### src/rtl/seg_scan_capture.sv
// seg_scan_capture: demultiplexes a scanned 4-digit seven-segment bus back into per-digit frames
// Ports: clk, reset (async, active-high); anodes[3:0] / segments[6:0] active-low inputs;
// frame[27:0] = {slot3,slot2,slot1,slot0} active-high, frame_valid, frame_count[7:0],
// capture_strobe, active_slot[1:0], overlap_err (sticky), scan_stalled.
// Optional macro SEG_DECODE_EN adds hex_digits[15:0] / hex_ok[3:0], decoded per completed frame.
module seg_scan_capture #(
  parameter int SETTLE_CYCLES  = 1,
  parameter int TIMEOUT_CYCLES = 1024
) (
  input  logic        clk,
  input  logic        reset,
  input  logic [3:0]  anodes,
  input  logic [6:0]  segments,
  output logic [27:0] frame,
  output logic        frame_valid,
  output logic [7:0]  frame_count,
  output logic        capture_strobe,
  output logic [1:0]  active_slot,
  output logic        overlap_err,
`ifdef SEG_DECODE_EN
  output logic [15:0] hex_digits,
  output logic [3:0]  hex_ok,
`endif
  output logic        scan_stalled
);
  localparam int SW = $clog2(TIMEOUT_CYCLES + 1);
  localparam logic [SW-1:0] TO = SW'(TIMEOUT_CYCLES);
  localparam logic [3:0] SETTLE_N = 4'(SETTLE_CYCLES);
  typedef enum logic [1:0] {IDLE, SETTLE, HOLD} state_t;
  state_t state_q, state_d;
  logic [3:0] cnt_q, cnt_d, seen_q, seen_d;
  logic [1:0] slot_q, slot_d, slot, as_q, as_d;
  logic [27:0] shadow_q, shadow_d, frame_q, frame_d;
  logic [7:0] fc_q, fc_d;
  logic fv_q, fv_d, cs_q, cs_d, ov_q, ov_d, st_q, st_d, blank, one_hot, cap;
  logic [SW-1:0] stall_q, stall_d;
  always_comb begin
    blank = anodes == 4'hf;
    one_hot = $countones(~anodes) == 1;
    slot = !anodes[3] ? 2'd0 : !anodes[2] ? 2'd1 : !anodes[1] ? 2'd2 : 2'd3;
  end
  always_comb begin
    state_d = state_q;
    cnt_d = cnt_q;
    slot_d = slot_q;
    ov_d = ov_q;
    cap = 1'b0;
    if (!blank && !one_hot) begin
      ov_d = 1'b1;
      state_d = IDLE;
      cnt_d = '0;
    end else if (blank) begin
      state_d = IDLE;
      cnt_d = '0;
    end else if (!(state_q == HOLD && slot == slot_q)) begin
      // a new slot (or entry from IDLE) restarts the settle count; HOLD on the same slot never recaptures
      slot_d = slot;
      cnt_d = (state_q == IDLE || slot != slot_q) ? 4'd1 : cnt_q + 4'd1;
      cap = cnt_d == SETTLE_N;
      state_d = cap ? HOLD : SETTLE;
    end
  end
  always_comb begin
    shadow_d = shadow_q;
    seen_d = seen_q;
    frame_d = frame_q;
    fv_d = 1'b0;
    fc_d = fc_q;
    cs_d = cap;
    as_d = as_q;
    stall_d = cap ? '0 : (stall_q == TO ? stall_q : stall_q + 1'b1);
    st_d = !cap && stall_d == TO;
    if (cap) begin
      shadow_d[slot*7 +: 7] = ~segments;
      seen_d = seen_q | (4'b1 << slot);
      as_d = slot;
      if (seen_d == 4'hf) begin
        frame_d = shadow_d;
        fv_d = 1'b1;
        fc_d = fc_q + 8'd1;
        seen_d = '0;
      end
    end
  end
`ifdef SEG_DECODE_EN
  // glyphs for F down to 0, bit order {a,b,c,d,e,f,g}
  localparam logic [111:0] GLYPHS = {7'h47, 7'h4F, 7'h3D, 7'h4E, 7'h1F, 7'h77, 7'h7B, 7'h7F,
                                     7'h70, 7'h5F, 7'h5B, 7'h33, 7'h79, 7'h6D, 7'h30, 7'h7E};
  logic [15:0] hex_q, hex_d;
  logic [3:0] ok_q, ok_d;
  always_comb begin
    hex_d = hex_q;
    ok_d = ok_q;
    if (fv_d) begin
      hex_d = '0;
      ok_d = '0;
      for (int j = 0; j < 4; j++)
        for (int i = 0; i < 16; i++)
          if (frame_d[j*7 +: 7] == GLYPHS[i*7 +: 7]) begin
            hex_d[j*4 +: 4] = 4'(i);
            ok_d[j] = 1'b1;
          end
    end
  end
  always_ff @(posedge clk or posedge reset)
    if (reset) begin
      hex_q <= '0;
      ok_q <= '0;
    end else begin
      hex_q <= hex_d;
      ok_q <= ok_d;
    end
  assign hex_digits = hex_q;
  assign hex_ok = ok_q;
`endif
  always_ff @(posedge clk or posedge reset)
    if (reset) begin
      state_q <= IDLE;
      cnt_q <= '0;
      slot_q <= '0;
      seen_q <= '0;
      shadow_q <= '0;
      frame_q <= '0;
      fv_q <= 1'b0;
      fc_q <= '0;
      cs_q <= 1'b0;
      as_q <= '0;
      ov_q <= 1'b0;
      stall_q <= '0;
      st_q <= 1'b0;
    end else begin
      state_q <= state_d;
      cnt_q <= cnt_d;
      slot_q <= slot_d;
      seen_q <= seen_d;
      shadow_q <= shadow_d;
      frame_q <= frame_d;
      fv_q <= fv_d;
      fc_q <= fc_d;
      cs_q <= cs_d;
      as_q <= as_d;
      ov_q <= ov_d;
      stall_q <= stall_d;
      st_q <= st_d;
    end
  assign frame = frame_q;
  assign frame_valid = fv_q;
  assign frame_count = fc_q;
  assign capture_strobe = cs_q;
  assign active_slot = as_q;
  assign overlap_err = ov_q;
  assign scan_stalled = st_q;
endmodule

### config.mk
export PLATFORM = sky130hd
export DESIGN_NAME = seg_scan_capture
export DESIGN_NICKNAME = d
export VERILOG_FILES = /design/src/rtl/seg_scan_capture.sv
export SDC_FILE = /design/constraint.sdc
export NUM_CORES = 1
export LEC_CHECK = 0
export ABC_AREA = 1
export CORE_MARGIN = 2
export CORE_UTILIZATION = 60
export DETAILED_ROUTE_END_ITERATION = 8
export GPL_TIMING_DRIVEN = 0
export PLACE_DENSITY = 0.85
export SYNTH_ARGS = -nofsm -noshare
export SYNTH_HDL_FRONTEND = slang
export SYNTH_SLANG_ARGS = --single-unit
### constraint.sdc
create_clock -name clk -period 5.73 [get_ports clk]
set_clock_uncertainty 0.1 [all_clocks]
set_input_delay 0.573 -clock clk [delete_from_list [all_inputs] [get_ports clk]]
set_output_delay 0.573 -clock clk [all_outputs]
set_load 0.01 [all_outputs]
# Yosys cells after proc, flatten, opt, wreduce, memory -nomap -nowiden

Index checks and enable logic that the tools add are counted.

Bitwise operators: 6
Eq/ne operators: 10
Multiplexer cells: 20
Shifts and indexed selects: 3
Reduce and logical (&&, ||, !) cells: 10
$mul: 1
Div/mod/pow operators: 0
Magnitude comparators: 0
$add $sub $neg: 7

Operator list:

| cell                                                   | number |
|---|---|
| negation 5 -> 34 bit                                   | 1 |
| variable shift 7 x 34 -> 28 bit (first input constant) | 1 |
| variable part select 7 x 34 -> 28 bit                  | 1 |
| bitwise mux 28 bit                                     | 1 |
| equality test 11 bit (second input constant)           | 2 |
| 2-to-1 mux 11 bit                                      | 2 |
| 2-to-1 mux 4 bit                                       | 5 |
| 2-to-1 mux 2 bit                                       | 6 |
| adder 11 x 1 -> 11 bit (second input constant)         | 1 |
| adder 8 x 1 -> 8 bit (second input constant)           | 1 |
| equality test 4 bit (second input constant)            | 2 |
| NOT 7 bit                                              | 1 |
| 2-to-1 mux 1 bit                                       | 6 |
| multiplier 2 x 3 -> 5 bit (second input constant)      | 1 |
| adder 1 x 1 -> 2 bit                                   | 2 |
| adder 4 x 1 -> 4 bit (second input constant)           | 1 |
| equality test 4 x 1 -> 1 bit (second input constant)   | 1 |
| NOT 4 bit                                              | 1 |
| bitwise OR 4 bit                                       | 1 |
| << shifter 1 x 2 -> 4 bit (first input constant)       | 1 |
| adder 2 x 2 -> 3 bit                                   | 1 |
| equality test 3 x 1 -> 1 bit (second input constant)   | 1 |
| logical AND 1 bit                                      | 3 |
| logical NOT 1 bit                                      | 3 |
| other kinds (9)                                        | 11 |

ROM bits: 0
Register bits after elaboration: 93
Bits in latches: 0
Logic and storage cells: 70
Memories kept: 0
Memory bits (writable): 0

# Logic depth before layout (Yosys ltp)

Word-level depth: 13
Gate-level depth with buffers: 16
Gate-level depth less buffers: 15

# Worst setup path after synthesis

OpenSTA, ideal clock, no wires.

Path kind: input to register
From: input port anodes[0]
To: register fc_q[6] (netlist: frame_count[6])
Stages on the path: 15
Required time: 5,513 ps
Setup time: 117 ps
Path buffers: 2
Slack: 2,781 ps
Data arrival time: 2,733 ps
Path through: fa_1 > inv_1 > ha_1 > ha_1 > nand3b_1 > a21oi_2 > nand2_2 > inv_2 > nand3_4 > nor2_4 > inv_2 > buf_6 > buf_6 > nand2_1 > nand2_1

Cells in the longest elaborated chain, start to end: 8
Elaborated cells on any way between the ends: 11
Those cells by class: add/sub (2); eq/ne (2); mux (2); bitwise (1); reduce/logical (4)

Ends and longest elaborated chain:

| item                                       | line | text |
|---|---|---|
| from (decl)                                | 12   | `input logic [3:0] anodes,` |
| NOT 4 bit                                  | 39   | `one_hot = $countones(~anodes) == 1;` |
| adder 1 x 1 -> 2 bit (implied by the code) | 39   |  |
| adder 2 x 2 -> 3 bit (implied by the code) | 39   |  |
| equality test 3 x 1 -> 1 bit               | 39   |  |
| logical NOT 1 bit                          | 48   | `if (!blank && !one_hot) begin` |
| logical AND 1 bit                          | 48   |  |
| 2-to-1 mux 1 bit (*)                       | 48   |  |
| AND reduction 2 bit (no source line) (*)   | --   |  |
| to (signal assigned)                       | 125  | `fc_q <= '0;` |
| to (signal assigned)                       | 139  | `fc_q <= fc_d;` |
| to (decl)                                  | 34   | `logic [7:0] fc_q, fc_d;` |

Every way passes the cells marked *; elsewhere a longest branch is shown, timed or not.
A chain may end at the register's enable or synchronous reset.

# Worst setup path after layout

From: input port anodes[0]
To: register shadow_q[9]

Cells in the longest elaborated chain, start to end: 7
Elaborated cells on any way between the ends: 10
Those cells by class: add/sub (2); eq/ne (2); mux (2); bitwise (1); reduce/logical (3)

Ends and longest elaborated chain:

| item                                       | line | text |
|---|---|---|
| NOT 4 bit                                  | 39   |  |
| adder 1 x 1 -> 2 bit (implied by the code) | 39   |  |
| adder 2 x 2 -> 3 bit (implied by the code) | 39   |  |
| equality test 3 x 1 -> 1 bit               | 39   |  |
| logical NOT 1 bit                          | 48   |  |
| logical AND 1 bit                          | 48   |  |
| 2-to-1 mux 1 bit (*)                       | 48   |  |
| to (signal assigned)                       | 136  | `shadow_q <= shadow_d;` |
| to (decl)                                  | 33   | `logic [27:0] shadow_q, shadow_d, frame_q, frame_d;` |

Marked as above.

==> flow_metrics.tcl <==
set metrics [dict create \
    rr_endpoint "shadow_q[9]$_DFFE_PP0N_" \
    dr.pass1.iters 6 \
    io_buffers 54 \
    synth-compound-area-share_pct 9.57 \
    grt.total_usage_pct 26.2 \
    final_nets 645 \
    synth_xor_area_share_pct 2.88 \
    period_share_pct 59.5 \
    crit_path_max_incr_delay_ps 550 \
    yosys_warnings 0 \
    layout-drive-gt1-share_pct 8.05 \
    postCtsHoldBufs 0 \
    clkTransAtPathRegs_ps 100 \
    wl_met3_um 651 \
    min_path_type "register to register" \
    synth_fp_nets 579 \
    worst_slew_pin_slew_ps 620 \
    cp-startpoint "anodes[0]" \
    area_growth_pct 19.6 \
    worst-path-buf-inv 5 \
    wl_mm 10.3 \
    dp_cells 704 \
    die-width_um 91.2 \
    start_util_pct 62.6 \
    min_period_ps 3410 \
    cts_tree "yes" \
    antenna_found_initial 0 \
    drt-wirelength-per-cell_um 14.3 \
    critical_path.cell_chain "clkdlybuf4s50_1 > fa_1 > inv_1 > ha_1 > ha_1 > nand3b_1 > a21oi_2 > nand2_2 > inv_2 > nand3_4 > inv_2 > clkbuf_1 > o21ai_0" \
    grt_pass1_vias 3643 \
    dp.final_hpwl_mm 7.32 \
    antenna_cells 0 \
    cpMaxStageDelayCell "fa_1" \
    clock-sinks 93 \
    setup_tns_ps 0 \
    slew_headroom_pct 58.7 \
    io_pins 55 \
    hold_depth 2 \
    arrival_ps 3550 \
    wl_met1_mm 4.64 \
    setup_violations 0 \
    final_cells 720 \
    vias_per_cell 5.38 \
    yosysTopAreaCell "dfrtp_1" \
    max_freq_mhz 293 \
    yosys-top-cells-area "dfrtp_1 51%, nand2_1 15%, inv_1 6.1%" \
    critPathRequiredTime_ps 5860 \
    maxSlewViolCount 0 \
    ys_seq_area_share_pct 51.0 \
    synth_area_mm2 0.00456 \
    synth_top_area_share_pct 51.0 \
    synth_top_family_by_area "simple AND/OR/NAND/NOR gates" \
    synthCells 550 \
    cts_resized 0 \
    cts_setup_buffers 0 \
    setup.worst_path.end_class "register" \
    die_area_mm2 0.00832 \
    initialDrtViolationCount 407 \
    cp_num_cells 13 \
    rr_startpoint "cnt_q[0]$_DFFE_PP0P_" \
    cp_top_family "buffers and inverters" \
    clock_path_buffers 2 \
    grt_pass1_wl_mm 17.5 \
    cts_buffers 9 \
    drv_cap 0 \
    htree_levels 3 \
    r2r_slack_ps 3460 \
    ys_types 37 \
    num_vias 3870 \
    wl_met2_mm 4.84 \
    syn_avg_cell_area_um2 8.29 \
    grt_max_degree 69 \
    cp_max_fo 10 \
    die_h_um 91.2 \
    synth_fa_ha_area_share_pct 4.55 \
    insertion_delay_ps 360 \
    core_area_mm2 0.00729 \
    place_congestion 0.839 \
    grt.overflow.total 0 \
    status "complete, no violations" \
    ys_seq_elements 93 \
    peakVddDrop_mv 0.138 \
    num_rows 31 \
    crit_end "shadow_q[9]$_DFFE_PP0N_" \
    critPathLaunchType "input port" \
    route.detailed.drc 0 \
    yosys.area_share.simple_pct 22.9 \
    hold_viol 0 \
    p_per_area_mw_per_mm2 325 \
    reg2reg_depth 6 \
    synthMuxAreaShare_pct 0 \
    top_layer_used "met4" \
    antenna_left 0 \
    cts-root-buf "clkbuf_8" \
    p_leak_nw 2.76 \
    crit_type "input port to register" \
    rsz0062_at_grt "false" \
]
-- area by class of cell --
type	count	area, um2
Fill cell	563	1830
Timing Repair Buffer	55	568
Clock inverter	5	60.1
Tap cell	99	124
Buffer	21	120
Clock buffer	11	141
Inverter	78	295
Multi-Input combinational cell	358	1820
Sequential cell	93	2330
-- metal layers --
| metal | up-vias | global-route usage (%) |
|---|---|---|
| met2 | 165 | 41.5 |
| met3 | 16 | 4.90 |
| met4 | 0 | 8.08 |
| li1 | 1852 | - |
| met5 | - | 0 |
| met1 | 1837 | 37.1 |
-- where the power goes --
group	internal (mW)	leakage, nW	switching [mW]
registers	0.775	1.25	0.0646
logic	0.184	1.40	0.301
clock network	0.215	0.0995	0.233
total	1.17	2.76	0.599
-- per-stage QoR --
step	utilization [%]	hold slack [ps]	setup WS, ps	instance area, um2	power [mW]
2_1_floorplan	-	349	2640	4560	1.17
3_3_place_gp	71.7	352	1270	5230	1.29
3_5_place_dp	72.1	349	1980	5260	1.32
4_1_cts	74.8	383	2340	5460	1.77
5_1_grt	74.8	412	2130	5460	1.88
6_report	74.8	377	2320	5460	1.77
-- worst min-delay path by stage --
stage                       startpoint                      end  slack (ps)
5_1_grt          frame[20]$_DFFE_PP0P_    frame[20]$_DFFE_PP0P_         410
6_report       overlap_err$_DFFE_PP0N_  overlap_err$_DFFE_PP0N_         380
3_3_place_gp   overlap_err$_DFFE_PP0N_  overlap_err$_DFFE_PP0N_         350
2_1_floorplan  shadow_q[0]$_DFFE_PP0N_  shadow_q[0]$_DFFE_PP0N_         350
4_1_cts        overlap_err$_DFFE_PP0N_  overlap_err$_DFFE_PP0N_         380
3_5_place_dp   overlap_err$_DFFE_PP0N_  overlap_err$_DFFE_PP0N_         350
-- Yosys cell counts --
cell type	instances
o21ai_1	2
buf_2	9
a21oi_2	1
clkbuf_1	5
o22ai_1	22
o21bai_1	1
nand3b_1	1
fa_1	1
o21ai_0	44
a21oi_1	2
nor2_2	1
inv_2	4
nor4_1	1
ha_1	15
o41ai_1	1
nand3_2	2
nand2_1	185
nor2_1	24
xnor2_1	5
o21ai_2	1
or2_2	6
a211oi_1	1
nand3_4	1
buf_6	3
xor2_1	10
nand3_1	14
buf_4	2
o2111ai_1	1
nand4_1	6
nand2_4	1
inv_1	74
o32ai_1	1
nand2_2	1
nor2_4	1
buf_1	2
nor3_1	6
dfrtp_1	93
-- cell families (layout without fill, tap and decap cells) --
logic type,Yosys count,after routing
AO/OA/AOI/OAI,77,77
buffers and inverters,99,170
adder cells (fa/ha/maj),16,16
AND/OR/NAND/NOR,250,250
flip-flops,93,93
XOR/XNOR,15,15
-- worst min-delay path: stages (launching register included) --
cell and delay, ps:
dfrtp_1 360, inv_1 40, nand2_1 50
-- sequential cells by signal, summed over array words and instances (netlist names) --
signal / count
slot_q: 2
shadow_q: 28
cnt_q: 4
overlap_err: 1
frame: 28
active_slot: 2
seen_q: 4
frame_valid: 1
stall_q: 11
capture_strobe: 1
state_q: 2
scan_stalled: 1
frame_count: 8
-- cell usage in the layout, fill, tap and decap left out, types with 3 or more instances in the layout --
| master | Yosys | final |
|---|---|---|
| xor2_1 | 10 | 10 |
| clkbuf_8 | 0 | 10 |
| nand4_1 | 6 | 6 |
| ha_1 | 15 | 15 |
| buf_2 | 9 | 9 |
| nor2_1 | 24 | 24 |
| or2_2 | 6 | 6 |
| o21ai_0 | 44 | 44 |
| nand3_1 | 14 | 14 |
| xnor2_1 | 5 | 5 |
| o22ai_1 | 22 | 22 |
| clkdlybuf4s50_1 | 0 | 54 |
| clkbuf_1 | 5 | 6 |
| inv_2 | 4 | 4 |
| inv_1 | 74 | 73 |
| nand2_1 | 185 | 185 |
| nor3_1 | 6 | 6 |
| buf_6 | 3 | 3 |
| dfrtp_1 | 93 | 93 |
Note: power is estimated with default switching activity, not from simulation.
